===== src/rtl/mulu_pkg.sv =====
// ---------------------------------------------------------------------------
// mulu_pkg
// Shared definitions for the digit-serial unsigned multiplier family.
//   - state_t / ST_* : FSM state encoding (IDLE, RUN, DONE)
//   - digit_count()  : number of 2-bit digits in an operand of a given width
//   - cnt_width()    : bit width of a digit counter (never less than 1)
// ---------------------------------------------------------------------------
package mulu_pkg;

    typedef logic [1:0] state_t;

    localparam state_t ST_IDLE = 2'd0;
    localparam state_t ST_RUN  = 2'd1;
    localparam state_t ST_DONE = 2'd2;

    // Number of 2-bit digits in a WIDTH-bit operand.
    function automatic int digit_count(input int width);
        return width / 2;
    endfunction

    // Counter width able to hold 0..n-1; a single digit still needs one bit.
    function automatic int cnt_width(input int n);
        return (n <= 1) ? 1 : $clog2(n);
    endfunction

endpackage : mulu_pkg


===== src/rtl/mulu_x2y2.sv =====
// ---------------------------------------------------------------------------
// mulu_x2y2
// Combinational 2-bit x 2-bit unsigned multiplier (partial-product unit).
// Ports:
//   x [1:0] : multiplicand digit
//   y [1:0] : multiplier digit
//   p [3:0] : x * y
// ---------------------------------------------------------------------------
module mulu_x2y2 (
    input  logic [1:0] x,
    input  logic [1:0] y,
    output logic [3:0] p
);

    assign p = {2'b00, x} * {2'b00, y};

endmodule : mulu_x2y2


===== src/rtl/mulu_x2y2_seq.sv =====
// ---------------------------------------------------------------------------
// mulu_x2y2_seq
// Sequential digit-serial unsigned multiplier. Each RUN cycle one x digit and
// one y digit go through mulu_x2y2; the 4-bit partial product is shifted into
// position and added to a 2*WIDTH accumulator. Iteration: j (y digit) inner,
// i (x digit) outer. A full product takes N*N cycles, N = WIDTH/2.
//
// Parameters:
//   WIDTH : operand width (even, >= 2)
// Ports:
//   clk   : rising-edge clock
//   reset : asynchronous active-low reset
//   start : request, sampled only in IDLE or DONE
//   x, y  : operands, captured on the accepting edge
//   busy  : high while in RUN
//   rdy   : high in DONE; p holds the product
//   p     : accumulator (final product while rdy=1)
//
// Build option:
//   MULU_X2Y2_SEQ_EARLY_EXIT_EN : finish after the last row that has a
//   nonzero x digit instead of always walking all N rows. Result unchanged.
// ---------------------------------------------------------------------------
module mulu_x2y2_seq
    import mulu_pkg::*;
#(
    parameter int WIDTH = 8
) (
    input  logic                 clk,
    input  logic                 reset,
    input  logic                 start,
    input  logic [WIDTH-1:0]     x,
    input  logic [WIDTH-1:0]     y,
    output logic                 busy,
    output logic                 rdy,
    output logic [2*WIDTH-1:0]   p
);

    localparam int N  = digit_count(WIDTH);
    localparam int CW = cnt_width(N);
    localparam logic [CW-1:0] LAST = CW'(N - 1);

    state_t               r_state;
    logic [CW-1:0]        r_i;
    logic [CW-1:0]        r_j;
    logic [WIDTH-1:0]     r_x;
    logic [WIDTH-1:0]     r_y;
    logic [2*WIDTH-1:0]   r_acc;

    logic [1:0]           w_xd;
    logic [1:0]           w_yd;
    logic [3:0]           w_pp;
    logic [CW:0]          w_dsum;
    logic [2*WIDTH-1:0]   w_term;
    logic                 w_row_last;
    logic                 w_finish;

    // Digit selection: {idx,1'b0} is 2*idx without a width-growing multiply.
    assign w_xd = r_x[{r_i, 1'b0} +: 2];
    assign w_yd = r_y[{r_j, 1'b0} +: 2];

    mulu_x2y2 u_pp (
        .x (w_xd),
        .y (w_yd),
        .p (w_pp)
    );

    // Weight of pair (i,j) is 4^(i+j): shift left by 2*(i+j) <= 2*WIDTH-4.
    assign w_dsum = {1'b0, r_i} + {1'b0, r_j};
    assign w_term = (2*WIDTH)'(w_pp) << {w_dsum, 1'b0};

    assign w_row_last = (r_j == LAST);

`ifdef MULU_X2Y2_SEQ_EARLY_EXIT_EN
    logic [CW:0]        w_inext;
    logic [WIDTH-1:0]   w_x_rest;

    // Remaining x digits above the current row; all zero means no further
    // row can contribute to the product.
    assign w_inext  = {1'b0, r_i} + (CW+1)'(1);
    assign w_x_rest = r_x >> {w_inext, 1'b0};
    assign w_finish = w_row_last && ((r_i == LAST) || (w_x_rest == '0));
`else
    assign w_finish = w_row_last && (r_i == LAST);
`endif

    // NOTE: sequential state is updated with non-blocking assignments so every
    // register samples the pre-edge values regardless of statement order.
    always_ff @(posedge clk or negedge reset) begin
        if (!reset) begin
            r_state <= ST_IDLE;
            r_i     <= '0;
            r_j     <= '0;
            r_x     <= '0;
            r_y     <= '0;
            r_acc   <= '0;
        end else begin
            case (r_state)
                ST_IDLE, ST_DONE: begin
                    if (start) begin
                        r_x     <= x;
                        r_y     <= y;
                        r_acc   <= '0;
                        r_i     <= '0;
                        r_j     <= '0;
                        r_state <= ST_RUN;
                    end
                end
                ST_RUN: begin
                    r_acc <= r_acc + w_term;
                    if (w_row_last) begin
                        r_j <= '0;
                        if (w_finish) begin
                            r_state <= ST_DONE;
                        end else begin
                            r_i <= r_i + CW'(1);
                        end
                    end else begin
                        r_j <= r_j + CW'(1);
                    end
                end
                default: r_state <= ST_IDLE;
            endcase
        end
    end

    assign busy = (r_state == ST_RUN);
    assign rdy  = (r_state == ST_DONE);
    assign p    = r_acc;

endmodule : mulu_x2y2_seq


===== config.mk =====
export PLATFORM = sky130hd
export DESIGN_NAME = mulu_x2y2_seq
export DESIGN_NICKNAME = d
export VERILOG_FILES = /design/src/rtl/mulu_pkg.sv /design/src/rtl/mulu_x2y2.sv /design/src/rtl/mulu_x2y2_seq.sv
export SDC_FILE = /design/constraint.sdc
export NUM_CORES = 1
export LEC_CHECK = 0
export CAP_MARGIN = 40
export CORE_MARGIN = 1
export CORE_UTILIZATION = 35
export CTS_CLUSTER_SIZE = 30
export DETAILED_ROUTE_END_ITERATION = 12
export PLACE_DENSITY = 0.64
export SYNTH_ARGS = -nofsm -noshare
export SYNTH_HDL_FRONTEND = slang
export SYNTH_SLANG_ARGS = --single-unit
export TNS_END_PERCENT = 10

===== constraint.sdc =====
create_clock -name clk -period 9.8 [get_ports clk]
set_input_delay 1.96 -clock clk [delete_from_list [all_inputs] [get_ports clk]]
set_output_delay 1.96 -clock clk [all_outputs]
set_load 0.03 [all_outputs]

==> results.txt <==
The run gives 30 as the row count. Source of the worst hold timing path: r_y[4]$_DFFE_PN0P_. The tools report the wire length of the first global-routing pass as 9.56 mm.

By count the netlist is led by sky130_fd_sc_hd__dfrtp_1 (38), sky130_fd_sc_hd__ha_1 (20), sky130_fd_sc_hd__a22o_1 (17), sky130_fd_sc_hd__nor2_1 (17). The net count after synthesis came out at 288. The detail-routed net length per standard cell works out to 14.5 microns. For the global routing usage summed across all routing layers, the log shows 16.3%.

Detailed-routed wire length on met2: 2.47 mm. In this design, the critical path's most frequently occurring cell is sky130_fd_sc_hd__ha_1. Measured slew at the worst slew-check pin: 0.436 ns. In this design, the stage delay of the slowest critical-path cell is 0.57 ns. The power density relative to cell area was 381 nW/um^2.

The worst setup path is of the flop to flop kind. Global routing finished with a remaining overflow of 0. The clock transition time at the flip-flop clock pins of the worst setup and hold paths works out to 0.08 ns. For this run, the number of standard cells in the final layout without fillers is 378.

The biggest area contributor in the post-synthesis netlist is sky130_fd_sc_hd__dfrtp_1. The initial utilization of the core area, before any placement, comes to 36.9%. Routed signal wires occupy layers up through met4. The floorplan step defined a die boundary enclosing 7660 sq um. The leakage power was 1.36 nW; the routed length on met1 was 2.65 mm.

In this run, synthesis produced a sequential element count of 38. For the number of maximum-capacitance constraint violations, the log shows 0. The run gives 1976 as the via count of the first global-routing pass.

The worst register-to-register path ends at p[9]$_DFFE_PN0P_. The count of final setup violators is 0. The first detailed-routing pass ran for 4 iterations. CTS placed an instance of sky130_fd_sc_hd__clkbuf_8 at the clock tree root.

Yosys mapped the design onto 46 distinct sky130hd cell types. The H-tree was split into 2 levels. The run gives 4.23 mm as the HPWL reported at the end of detailed placement. The number of nets in the finished design was 322. The post-synthesis cell count came out at 247.

For the worst setup path, the data required time is 9.99 ns. The run finished with clean final reports. The tools report the maximum root-to-sink buffer count as 2. The die boundary width is 87.5 microns, and the largest driver fanout on the critical path is 6. Fill cells in the final layout number 674. The worst reg-to-reg path cell count was 14; the share of cells above drive strength 1 was 16.3%. The tools report the type of element launching the critical path as a flop. The congestion estimate from routability-driven global placement came to 0.867. Entering global routing, the biggest net connects 30 pins. The tools report the worst IR drop on VDD as 0.134 mV. The signal on the critical path passes through mux4_2 > and2_1 > ha_1 > ha_1 > nor2b_1 > a31oi_1 > nor2_1 > ha_1 > a21oi_1 > nand2_2 > a31oi_2 > o21bai_1 > xor2_1 > a22o_1.

The count of pins over their slew limit is 0. The startpoint identified for the worst register-to-register timing path is r_i[0]$_DFFE_PN0P_. Clock latency on the worst-skew pair, taken at its later pin, is 0.30 ns. For this run, the top clock speed supported by timing is 253 MHz. Synthesized area per cell: 10.4 sq um. The run gives 1969 as the via total after detailed routing.

For the finished layout, the period the worst path requires is 3.95 ns. After layout, the worst path uses 40.3% of the clock period. The floorplan step set the die height to 87.5 microns.

Mean number of vias per cell: 5.21. Once the clock tree was built, the setup fixing pass inserted 0 buffers. The clock net in this run drives a total of 38 sinks. Summed over all nets, wire length on met3 after detailed routing comes to 190 microns. The tools report the overall routed net length as 5.49 mm. Once routing completed, OpenROAD measured the worst setup slack at 5.85 ns. Of all flip-flops after synthesis, the portion carrying an async set or reset was 100%. The tools report the worst relative slew slack as 70.8%. Fraction of synthesized cell area taken by the top area cell type: 37.1%. The worst-case register-to-register setup slack is 5.85 ns, and the endpoint arrival time on the critical path is 4.14 ns.

For the final routed database, the setup TNS stands at 0 ns. Setup repair after global routing left no endpoint under its margin. During placement, the flow inserted port buffers numbering 36. TritonCTS built the clock tree. The number of antenna diodes came out at 0. sky130_fd_sc_hd__dfrtp_1 is the most common cell in the netlist. The final antenna-violating net count was 0. In this run the worst setup path terminates at p[9]$_DFFE_PN0P_.

On the critical path, the stage with the largest delay is an instance of sky130_fd_sc_hd__mux4_2. In the routed design, unresolved DRC markers number 0. The total core area is 6940 sq um. The tools report the final hold violation count as 0. Launching instance or port of the critical path: r_i[0]$_DFFE_PN0P_. The number of buffers inserted during clock tree synthesis was 5; the growth of design area from synthesis to finish was 21.5%. Total placed cells including tap cells: 370. The Yosys step of the flow raised 0 warnings.

Kind of capture point of the worst setup path: a flop. For this block, the initial DRC count from the detailed router was 73. On the final layout, the worst clock skew is 0.00877 ns. The worst hold-check path type was flop to flop.

Number of flops mapped to enable cells by yosys: 0. For this run, the leading register cell type out of synthesis is sky130_fd_sc_hd__dfrtp_1. In this run, post-CTS repair resized a total of 0 instances.

Yosys attributes the largest share of cell area to sky130_fd_sc_hd__dfrtp_1 (37%), sky130_fd_sc_hd__ha_1 (9.8%), sky130_fd_sc_hd__mux2_2 (7.0%). Of the synthesized area, sequential elements account for 37.1%. Pre-CTS setup slack: 5.89 ns.

The logs give 37 for the I/O pin count and 0 for the number of antenna violations at the first check in global routing. Buffers inserted to repair hold after CTS numbered 0. The mapped cell area was 2560 sq um.
[metrics by stage]
step | utilization [%] | power, mW | hold WS, ns | cell area, sq um
2_1_floorplan | - | 0.892 | 0.475 | 2560
3_3_place_gp | 42.9 | 1.05 | 0.486 | 2980
3_5_place_dp | 43.5 | 1.08 | 0.497 | 3020
4_1_cts | 44.8 | 1.19 | 0.516 | 3110
5_1_grt | 44.8 | 1.29 | 0.526 | 3110
6_report | 44.8 | 1.19 | 0.515 | 3110
[final cells by class]
class                   instances  area (sq um)  share of cell area [%]
multi-input cells             187          1510                    48.5
flip-flops and latches         38           951                    30.5
repair buffers                 40           409                    13.1
well taps                      96           120                    3.86
clock buffers                   5          68.8                    2.21
inverters                       9          33.8                    1.09
clock inverters                 3          21.3                   0.683
[how the worst min path moves through the flow]
stage	to	depth (start not counted)
global placement	r_y[6]$_DFFE_PN0P_	1
global route	r_y[3]$_DFFE_PN0P_	1
floorplan	r_x[4]$_DFFE_PN0P_	1
CTS	r_y[6]$_DFFE_PN0P_	1
detailed placement	r_x[1]$_DFFE_PN0P_	1
finish	r_y[4]$_DFFE_PN0P_	1
[layout by cell type, fill, tap and decap left out, drive strengths merged, types with 3 or more instances in the layout]
cell type and n:
nor2 19, buf 5, dfrtp 38, o22ai 3, ha 20, o21ai 6, mux2 16, clkdlybuf4s50 35
and2 3, nand2 18, nor2b 6, inv 9, xor2 4, nand3 3, a22o 17, a21oi 13
nand2b 4, a21o 6, a31oi 7, clkbuf 5, xnor2 11, nand4 4, mux4 4
[state kept, by name (all words and copies together), names as in the netlist]
name	cells
r_i	2
r_y	8
r_j	2
r_state	2
r_x	8
p	16
[where the power goes]
group | switching (mW) | internal (mW)
logic | 0.418 | 0.361
clock network | 0.0612 | 0.0500
registers | 0.0612 | 0.235
[worst max-delay path: cells and delay by family (launching register included)]
| family | cells | cell delay [ns] |
|---|---|---|
| and+or+nand+nor | 4 | 0.52 |
| muxes | 1 | 0.57 |
| xor gates and xnor gates | 1 | 0.16 |
| AOI/OAI and AO/OA | 5 | 1.24 |
| DFF | 1 | 0.50 |
| adders and majority gates | 3 | 0.85 |
[cell families (layout without fill, tap and decap cells)]
logic type | Yosys count | after routing | share of synthesized area, %
AOI/OAI and AO/OA | 61 | 61 | 17.8
muxes | 22 | 22 | 11.3
DFF | 38 | 38 | 37.1
buffers and inverters | 22 | 57 | 4.05
xor gates and xnor gates | 15 | 15 | 5.13
and+or+nand+nor | 67 | 67 | 13.2
adders and majority gates | 22 | 22 | 11.3
[per-layer routing]
layer | vias to the layer above | GRT usage (%)
li1 | 973 | -
met1 | 943 | 21.6
met2 | 40 | 24.9
met3 | 13 | 3.96
met4 | 0 | 8.05
met5 | - | 0
Power figures use the tool's default switching activity.
